$ cat src/rtl/aes_package.sv
// Shared types and constants for the AES stream deserializer slice:
// control/flag structs, block geometry and the deserializer FSM states.
package aes_package;

    localparam int BEATS_PER_BLOCK = 4;
    localparam int BLOCK_W         = 128;
    localparam int BEAT_W          = BLOCK_W / BEATS_PER_BLOCK;

    localparam logic [1:0] LAST_BEAT = 2'(BEATS_PER_BLOCK - 1);

    typedef struct packed {
        logic        enable;
        logic [15:0] len;
    } ctrl_deser_t;

    typedef struct packed {
        logic        busy;
        logic        done;
        logic [15:0] blk_cnt;
        logic        strb_err;
    } flags_deser_t;

    typedef enum logic [1:0] {
        ST_IDLE = 2'd0,
        ST_RUN  = 2'd1,
        ST_DONE = 2'd2
    } deser_state_e;

endpackage

$ cat src/rtl/aes_stream_deserializer_if.sv
// Valid/ready word stream with byte strobes; the producer uses the source
// modport and the deserializer consumes through the sink modport.
interface hwpe_stream_intf_stream #(
    parameter int DATA_WIDTH = 32
);

    logic [DATA_WIDTH-1:0]   data;
    logic [DATA_WIDTH/8-1:0] strb;
    logic                    valid;
    logic                    ready;

    modport source (
        output data,
        output strb,
        output valid,
        input  ready
    );

    modport sink (
        input  data,
        input  strb,
        input  valid,
        output ready
    );

endinterface

$ cat src/rtl/aes_block_fifo.sv
// DEPTH-entry block FIFO with wrap-bit pointers; the head reads as zero
// while empty so the block output is clean after a flush.
module aes_block_fifo
    import aes_package::*;
#(
    parameter int DEPTH = 2,
    parameter int WIDTH = BLOCK_W
) (
    input  logic             clk_i,
    input  logic             rst_i,
    input  logic             push_i,
    input  logic [WIDTH-1:0] data_i,
    input  logic             pop_i,
    output logic [WIDTH-1:0] data_o,
    output logic             full_o,
    output logic             empty_o
);

    localparam int AW = (DEPTH > 1) ? $clog2(DEPTH) : 1;

    logic [WIDTH-1:0] r_mem [DEPTH];
    logic [AW:0]      r_wptr;
    logic [AW:0]      r_rptr;
    logic             w_push;
    logic             w_pop;

    assign empty_o = (r_wptr == r_rptr);
    assign full_o  = (r_wptr[AW] != r_rptr[AW]) &&
                     (r_wptr[AW-1:0] == r_rptr[AW-1:0]);
    assign w_push  = push_i && !full_o;
    assign w_pop   = pop_i && !empty_o;
    assign data_o  = empty_o ? '0 : r_mem[r_rptr[AW-1:0]];

    // The extra MSB on each pointer distinguishes full from empty.
    always_ff @(posedge clk_i) begin
        if (rst_i) begin
            r_wptr <= '0;
            r_rptr <= '0;
        end else begin
            if (w_push) begin
                r_wptr <= r_wptr + 1'b1;
            end
            if (w_pop) begin
                r_rptr <= r_rptr + 1'b1;
            end
        end
    end

    always_ff @(posedge clk_i) begin
        if (w_push) begin
            r_mem[r_wptr[AW-1:0]] <= data_i;
        end
    end

endmodule

$ cat src/rtl/aes_stream_deserializer.sv
// Collects four 32b beats into a 128b block (first beat least significant),
// queues blocks in a small FIFO and tracks job progress through IDLE/RUN/DONE.
module aes_stream_deserializer
    import aes_package::*;
#(
    parameter int DEPTH = 2
) (
    input  logic                   clk_i,
    input  logic                   rst_i,
    input  logic                   clear_i,
    hwpe_stream_intf_stream.sink   d_i,
    input  ctrl_deser_t            ctrl_i,
    output logic [BLOCK_W-1:0]     block_o,
    output logic                   block_valid_o,
    input  logic                   block_ready_i,
    output flags_deser_t           flags_o
);

    deser_state_e       r_state;
    logic [1:0]         r_beat_cnt;
    logic [BLOCK_W-1:0] r_asm;
    logic               r_push;
    logic               r_done;
    logic               r_strb_err;
    logic [15:0]        r_len;
    logic [15:0]        r_blk_cnt;

    logic               w_flush;
    logic               w_ready;
    logic               w_beat;
    logic               w_pop;
    logic               w_full;
    logic               w_empty;
    logic               w_last_push;
    logic [BLOCK_W-1:0] w_head;

    assign w_flush = rst_i || clear_i;

    // Only the last beat of a block can need a free FIFO slot, so ready is
    // held back just then; registered full keeps d_i off any pop path.
    assign w_ready = (r_state == ST_RUN) &&
                     !((r_beat_cnt == LAST_BEAT) && w_full);
    assign d_i.ready = w_ready;
    assign w_beat    = d_i.valid && w_ready;
    assign w_pop     = block_valid_o && block_ready_i;

    assign block_valid_o = !w_empty;
    assign block_o       = w_head;

    assign w_last_push = r_push &&
                         (({1'b0, r_blk_cnt} + 17'd1) == {1'b0, r_len});

    aes_block_fifo #(
        .DEPTH (DEPTH),
        .WIDTH (BLOCK_W)
    ) u_fifo (
        .clk_i   (clk_i),
        .rst_i   (w_flush),
        .push_i  (r_push),
        .data_i  (r_asm),
        .pop_i   (w_pop),
        .data_o  (w_head),
        .full_o  (w_full),
        .empty_o (w_empty)
    );

    always_ff @(posedge clk_i) begin
        if (w_beat) begin
            r_asm[{r_beat_cnt, 5'd0} +: BEAT_W] <= d_i.data;
        end
    end

    // Clearing the beat counter on flush drops any partly assembled block.
    always_ff @(posedge clk_i) begin
        if (w_flush) begin
            r_state    <= ST_IDLE;
            r_beat_cnt <= '0;
            r_push     <= 1'b0;
            r_done     <= 1'b0;
            r_strb_err <= 1'b0;
            r_len      <= '0;
            r_blk_cnt  <= '0;
        end else begin
            r_done <= 1'b0;
            r_push <= w_beat && (r_beat_cnt == LAST_BEAT);
            if (r_push && (r_blk_cnt != 16'hFFFF)) begin
                r_blk_cnt <= r_blk_cnt + 16'd1;
            end
            if (w_beat) begin
                r_beat_cnt <= r_beat_cnt + 2'd1;
                if (d_i.strb != 4'hF) begin
                    r_strb_err <= 1'b1;
                end
            end
            case (r_state)
                ST_IDLE: begin
                    if (ctrl_i.enable) begin
                        if (ctrl_i.len != '0) begin
                            r_state    <= ST_RUN;
                            r_len      <= ctrl_i.len;
                            r_blk_cnt  <= '0;
                            r_strb_err <= 1'b0;
                            r_beat_cnt <= '0;
                        end else begin
                            r_done <= 1'b1;
                        end
                    end
                end
                ST_RUN: begin
                    if (w_last_push) begin
                        r_state <= ST_DONE;
                        r_done  <= 1'b1;
                    end
                end
                ST_DONE: begin
                    if (w_empty && !ctrl_i.enable) begin
                        r_state <= ST_IDLE;
                    end
                end
                default: begin
                    r_state <= ST_IDLE;
                end
            endcase
        end
    end

    always_comb begin
        flags_o          = '0;
        flags_o.busy     = (r_state == ST_RUN) || !w_empty;
        flags_o.done     = r_done;
        flags_o.blk_cnt  = r_blk_cnt;
        flags_o.strb_err = r_strb_err;
    end

endmodule

$ cat src/flat_wrapper.sv
// flat-port wrapper written by rule: the top's interface ports become plain ports
module aes_stream_deserializer_flat import aes_package::*;
#(
    parameter int DEPTH = 2
)
  (clk_i, rst_i, clear_i, ctrl_i, block_o, block_valid_o, block_ready_i, flags_o, d_i_data, d_i_strb, d_i_valid, d_i_ready);
  hwpe_stream_intf_stream #(.DATA_WIDTH(32)) d_i_i ();
  input  logic clk_i;
  input  logic rst_i;
  input  logic clear_i;
  input  ctrl_deser_t ctrl_i;
  output logic [BLOCK_W-1:0] block_o;
  output logic block_valid_o;
  input  logic block_ready_i;
  output flags_deser_t flags_o;
  input wire logic [$bits(d_i_i.data)-1:0] d_i_data;
  input wire logic [$bits(d_i_i.strb)-1:0] d_i_strb;
  input wire logic [$bits(d_i_i.valid)-1:0] d_i_valid;
  output wire logic [$bits(d_i_i.ready)-1:0] d_i_ready;
  assign d_i_i.data = d_i_data;
  assign d_i_i.strb = d_i_strb;
  assign d_i_i.valid = d_i_valid;
  assign d_i_ready = d_i_i.ready;
  aes_stream_deserializer #(.DEPTH(DEPTH)) u_core (.clk_i(clk_i), .rst_i(rst_i), .clear_i(clear_i), .d_i(d_i_i), .ctrl_i(ctrl_i), .block_o(block_o), .block_valid_o(block_valid_o), .block_ready_i(block_ready_i), .flags_o(flags_o));
endmodule
$ cat config.mk
export PLATFORM = sky130hd
export DESIGN_NAME = aes_stream_deserializer_flat
export DESIGN_NICKNAME = d
export VERILOG_FILES = /design/src/rtl/aes_package.sv /design/src/rtl/aes_stream_deserializer_if.sv /design/src/rtl/aes_block_fifo.sv /design/src/rtl/aes_stream_deserializer.sv /design/src/flat_wrapper.sv
export SDC_FILE = /design/constraint.sdc
export NUM_CORES = 1
export LEC_CHECK = 0
export BUFFER_PORTS_ARGS = -buffer_cell sky130_fd_sc_hd__buf_2
export CAP_MARGIN = 25
export CORE_ASPECT_RATIO = 0.75
export CORE_MARGIN = 10
export CORE_UTILIZATION = 49
export DETAILED_ROUTE_END_ITERATION = 6
export HOLD_SLACK_MARGIN = 0.03
export PLACE_DENSITY = 0.72
export SYNTH_ARGS = -nofsm -noshare
export SYNTH_HDL_FRONTEND = slang
export SYNTH_SLANG_ARGS = --single-unit
$ cat constraint.sdc
create_clock -name clk_i -period 6.15 [get_ports clk_i]
set_clock_uncertainty 0.15 [all_clocks]
set_input_delay 0.615 -clock clk_i [delete_from_list [all_inputs] [get_ports clk_i]]
set_output_delay 0.615 -clock clk_i [all_outputs]
set_load 0.01 [all_outputs]
======== After elaboration in Yosys (flattened, before gate mapping) ========
Memories as Yosys holds them, arrays and structs flattened. A register that Yosys moved wholly into a read port is not among the register bits.
Cells that the tools add are included.
Widths: inputs -> output; s select.
operators by class
  add/sub/neg operators ................... 6
  equal/unequal tests ..................... 13
  shifts and indexed selects .............. 2
  muxes and demuxes ....................... 28
  reduce and logical (&&, ||, !) cells .... 21
operators by type and width
  cell                      count
  $bwmux 128                1
  $mux 128                  1
  $shift 32x9->128 const A  1
  $shiftx 32x9->128         1
  $mux 16                   4
  $add 16x1->17 const B     1
  $eq 17x16->1              1
  $add 16x1->16 const B     1
  $mux 2                    8
  $ne 16x16->1 const B      1
  $reduce_bool 16->1        1
  $mux 1                    12
  $logic_and 1x1->1         11
  $neg 7->9                 1
  $add 2x1->2 const B       3
  $ne 2x1->1 const B        3
  $pmux 2 s3                1
  $eq 2x2->1 const B        2
  $logic_not 1->1           4
  $ne 4x4->1 const B        1
  $reduce_and 4->1          1
  $reduce_and 3->1          1
  $eq 2x1->1 const B        1
  $eq 2x2->1                1
  other kinds (6)           7
word-level totals
  bits in registers ....................... 171
  bits in writable memories ............... 256
  input bits .............................. 58
  output and inout bits ................... 149
  memories ................................ 1
memories
  name                 words  bits a word  read ports  clocked after Yosys merged registers in  wr ports  RTL line              source
  u_core.u_fifo.r_mem  2      128          1           1                                        1         aes_block_fifo.sv:21  logic [WIDTH-1:0] r_mem [DEPTH];

======== Logic depth before layout (Yosys ltp) ========
  word-level depth ........................ 10
  gate-level depth with buffers ........... 9

======== Modules after synthesis ========
Synthesis repeated with hierarchy kept, for this count alone.
unflattened totals
  cells, all modules ...................... 1,102
  area total of the unflattened synthesis .. 17,762.0 um2
modules (own cells, without submodules)
  module                   times used  cells each  area each (um2)  seq. area each (um2)
  aes_block_fifo           1           573         10,810.4         7,787.5
  aes_stream_deserializer  1           529         6,951.7          4,624.4

======== Worst setup path after synthesis ========
OpenSTA, ideal clock, no wires.
  kind .................................... register to register
  start ................................... register u_core.u_fifo.r_wptr[1]
  end ..................................... memory u_core.u_fifo.r_mem[0][0] in the netlist's numbering, enable pin
  library setup time ...................... 0.618 ns
  arrival ................................. 5.947 ns
  required time ........................... 5.382 ns
  setup slack ............................. -0.565 ns
  cell stages (with the launch flop) ...... 4
  path buffers ............................ 0
  clock period less this slack ............ 6.715 ns
  path through ............................ dfxtp_1 xnor2_1 o21ai_0 nor2_1
between the ends
  word-level cells in the longest chain between the ends .. 6
RTL lines
  what                          RTL line              source
  start, declared               aes_block_fifo.sv:22  logic [AW:0] r_wptr;
  start signal, assigned        aes_block_fifo.sv:41  r_wptr <= r_wptr + 1'b1;
  $ne 1x1->1                    aes_block_fifo.sv:28  assign full_o = (r_wptr[AW] != r_rptr[AW]) &&
  $logic_and 1x1->1             aes_block_fifo.sv:28
  $logic_not 1->1               aes_block_fifo.sv:30  assign w_push = push_i && !full_o;
  $logic_and 1x1->1             aes_block_fifo.sv:30
  $mux 1                        aes_block_fifo.sv:50  if (w_push) begin
  $mux 1 (implied by the code)  aes_block_fifo.sv:51  r_mem[r_wptr[AW-1:0]] <= data_i;
  end, declared                 aes_block_fifo.sv:21
No other way between the ends.

==> metrics.txt <==
Final Max Slew Viols=0; Root Buffer=clkbuf_16; period utilization=60.4%; Final Non-Filler Cells=about 1800; full die area=approximately 42000 µm²; clk buf depth=3; sequential standard cell area=~12000 µm²; die width=between 200 and 250 µm; Crit Path Class=reg -> out; Hold Crit Class=in -> reg; syn nets=around 1200; origin of the critical flop-to-flop path=u_core.r_blk_cnt[0]$_SDFF_PP0_; Hold Slack=0.193 ns; largest net degree at the start of global routing=approximately 110; cts bufs inserted=42; DR vias=approximately 9200; Unique masters post-synth=between 40 and 50; count of input and output buffers=206; share of cells above drive strength 1=about 22%; clock power share=a little over two fifths; Syn. warnings=0; maximum fanout along the worst path=54; Nets=1367; CTS clk-pin slew, worst paths=around 0.060 ns; Worst-Margin Slew=~1.0 ns; Pre-antenna DRT Iters=5; Post-CTS Setup Inserts=0; arrival time worst endpoint=~3.0 ns; Psw=around 1.1 mW; initial antenna violation count=5; Post-synth EDFFs=approximately 380; Placed Instances=between 1500 and 2000; Mapped Cells=1094; commonest cells after routing, fill and taps aside=384 x edfxtp_1, 206 x buf_2, 171 x nor2_1; gr usage total=17.3%; row cnt=58; Pleak=slightly above 7 nW; CTS sink cnt=~430; Fmax achieved=between 0.2 and 0.3 GHz; setup ws final=about 2.4 ns; FFs w/ async S/R, synth=0%; combinational share of power=under 10%; global-route wire length before repair=55600 µm; vias in the first global route=~9000; ANT nets after route=0; initial drt markers=658; sw frac=19.6%; clk_lat worst skew=~0.53 ns; Yosys reg bits=428; CTS resizes=0; Max VDD drop=0.176 mV; Final Core Density=between 50% and 60%; GPL Wtd Cong=between 0.8 and 0.9; internal power=4.51 mW; reg2reg end=u_core.r_done$_SDFF_PP0_; Post-DP HPWL=around 24000 µm; Hold Path End=u_core.r_len[5]$_SDFFE_PP0P_; DRT Wirelength=between 30000 and 40000 µm; Final Hold Fails=0; Layout fillers=around 2600; CTS tree=done; R2R depth=8; via/cell ratio=between 5 and 6; DP Worst Slack=between 2 and 3 ns; Top Ports=between 200 and 250; multi-input logic area=4060 µm²; DRC viols=0; critical hold path startpoint=ctrl_i[5]; Placed Area=~18000 µm²; Rel. slew slack=between 30% and 40%; commonest non-fill, non-tap cell in the layout=edfxtp_1; ys flop type=edfxtp_1; final number of setup-violating endpoints=0; Die Y=between 150 and 200 µm; area delta synth->final=17.0%; Final Cell Area=between 15000 and 20000 µm²; critical path required time=5.38 ns; status=completed; grt ovf=0; CP Capture Type=output port; WL per Instance=20.8 µm; Worst R2R Setup Slack=a little under 3 ns; initial core utilization=about 50%; Max Cap Viol=0; worst hold path depth=3; power per cell area=287 nW/µm²; setup TNS=0 ns; core box area=around 34000 µm²; H-tree level count=2; Min Clock Period, post-route=between 3 and 4 ns; synthesized area=around 17000 µm²; Seq pwr share=roughly 56%; Hold-fix buffers, CTS=0; total power=~5.6 mW; post-synthesis sequential area ratio=74.4%; Setup crit start kind=flip-flop; unrepaired setup endpoints after global routing=false; synthesized area per cell=about 15 µm²
==> worst max-delay path, stage by stage (launching register included) <==
cell and delay, ns:
dfxtp_4 1.02, buf_4 0.71, mux2i_1 0.40, nor2_1 0.07
buf_2 0.17
==> per-layer routing <==
metal  wire [µm]  GRT usage (%)  vias to the layer above
met5           0              0                        -
met4         678           4.77                        0
met3        2040           3.27                       55
met2       17800           27.5                      226
met1       16700           23.7                     4582
li1            -              -                     4362
==> logic make-up (layout without fill, tap and decap cells) <==
logic type,Yosys count,after routing,share of synthesized area [%]
xor gates and xnor gates,40,40,2.10
and+or+nand+nor,379,379,11.5
DFF,428,428,74.4
adders and majority gates,7,7,0.525
buffers and inverters,62,301,1.51
other,0,4,0
AOI/OAI and AO/OA,33,33,1.28
muxes,145,145,8.70
==> area by class of cell <==
type                       count  area share [%]
clock buffer                  50            5.54
antenna                        4          0.0513
tap                          450            2.88
clock inverter                25           0.916
inverter                       6           0.115
sequential                   428            63.6
timing repair buffer         220            6.11
multi-input combinational    604            20.8
==> cell usage after synthesis, types with 2 or more instances <==
cell type  number  share of area, %
edfxtp_1      384                69
nor2_1        172               3.9
mux2i_1       145               8.7
and2_1        130               4.9
clkbuf_1       45               1.0
dfxtp_1        44               5.3
xnor2_1        23               1.2
nand2_1        20              0.45
xor2_1         17              0.89
nand3_1        11              0.33
a21oi_1        10              0.30
and3_1         10              0.37
ha_1            7              0.52
o21ai_0         7              0.21
inv_1           6              0.13
nand4_1         6              0.23
buf_2           4              0.12
buf_4           4              0.18
nor3_1          4              0.12
nor4_1          4              0.15
a31oi_1         3              0.11
buf_1           3             0.067
nand2b_1        3              0.11
nor3b_1         3              0.13
or3_1           3              0.11
a21boi_0        2             0.090
nand3b_1        2             0.090
==> worst max-delay path by stage <==
stage                                                     end  slack, ns  cells after the start
after floorplan           u_core.u_fifo.r_mem[0][0]$_DFFE_PP_       1.60                      3
after global routing                             block_o[104]       2.27                      4
final                                            block_o[104]       2.43                      4
after global placement        u_core.r_blk_cnt[15]$_SDFF_PP0_       2.77                      6
after detailed placement      u_core.r_blk_cnt[15]$_SDFF_PP0_       2.57                      6
after CTS                                        block_o[104]       2.33                      4
==> power by group through the flow <==
| stage | sequential, mW | combinational [mW] | clock (mW) |
|---|---|---|---|
| final | 3.14 | 0.0879 | 2.38 |
| after global routing | 3.14 | 0.0955 | 2.55 |
| after CTS | 3.14 | 0.0873 | 2.43 |
| after detailed placement | 3.20 | 0.0867 | 0 |
| after global placement | 3.20 | 0.0849 | 0 |
| after floorplan | 3.20 | 0.0378 | 0 |
==> state kept, by name, summed over array words and instances (netlist names), named ones only <==
signal and flops:
u_core.r_push 1, u_core.r_blk_cnt 16, u_core.r_asm 128, u_core.r_done 1, u_core.r_beat_cnt 2, u_core.r_len 16
u_core.u_fifo.r_mem 256, u_core.r_state 2, u_core.u_fifo.r_rptr 2, u_core.u_fifo.r_wptr 2, u_core.r_strb_err 1
Note: power is estimated with default switching activity, not from simulation.
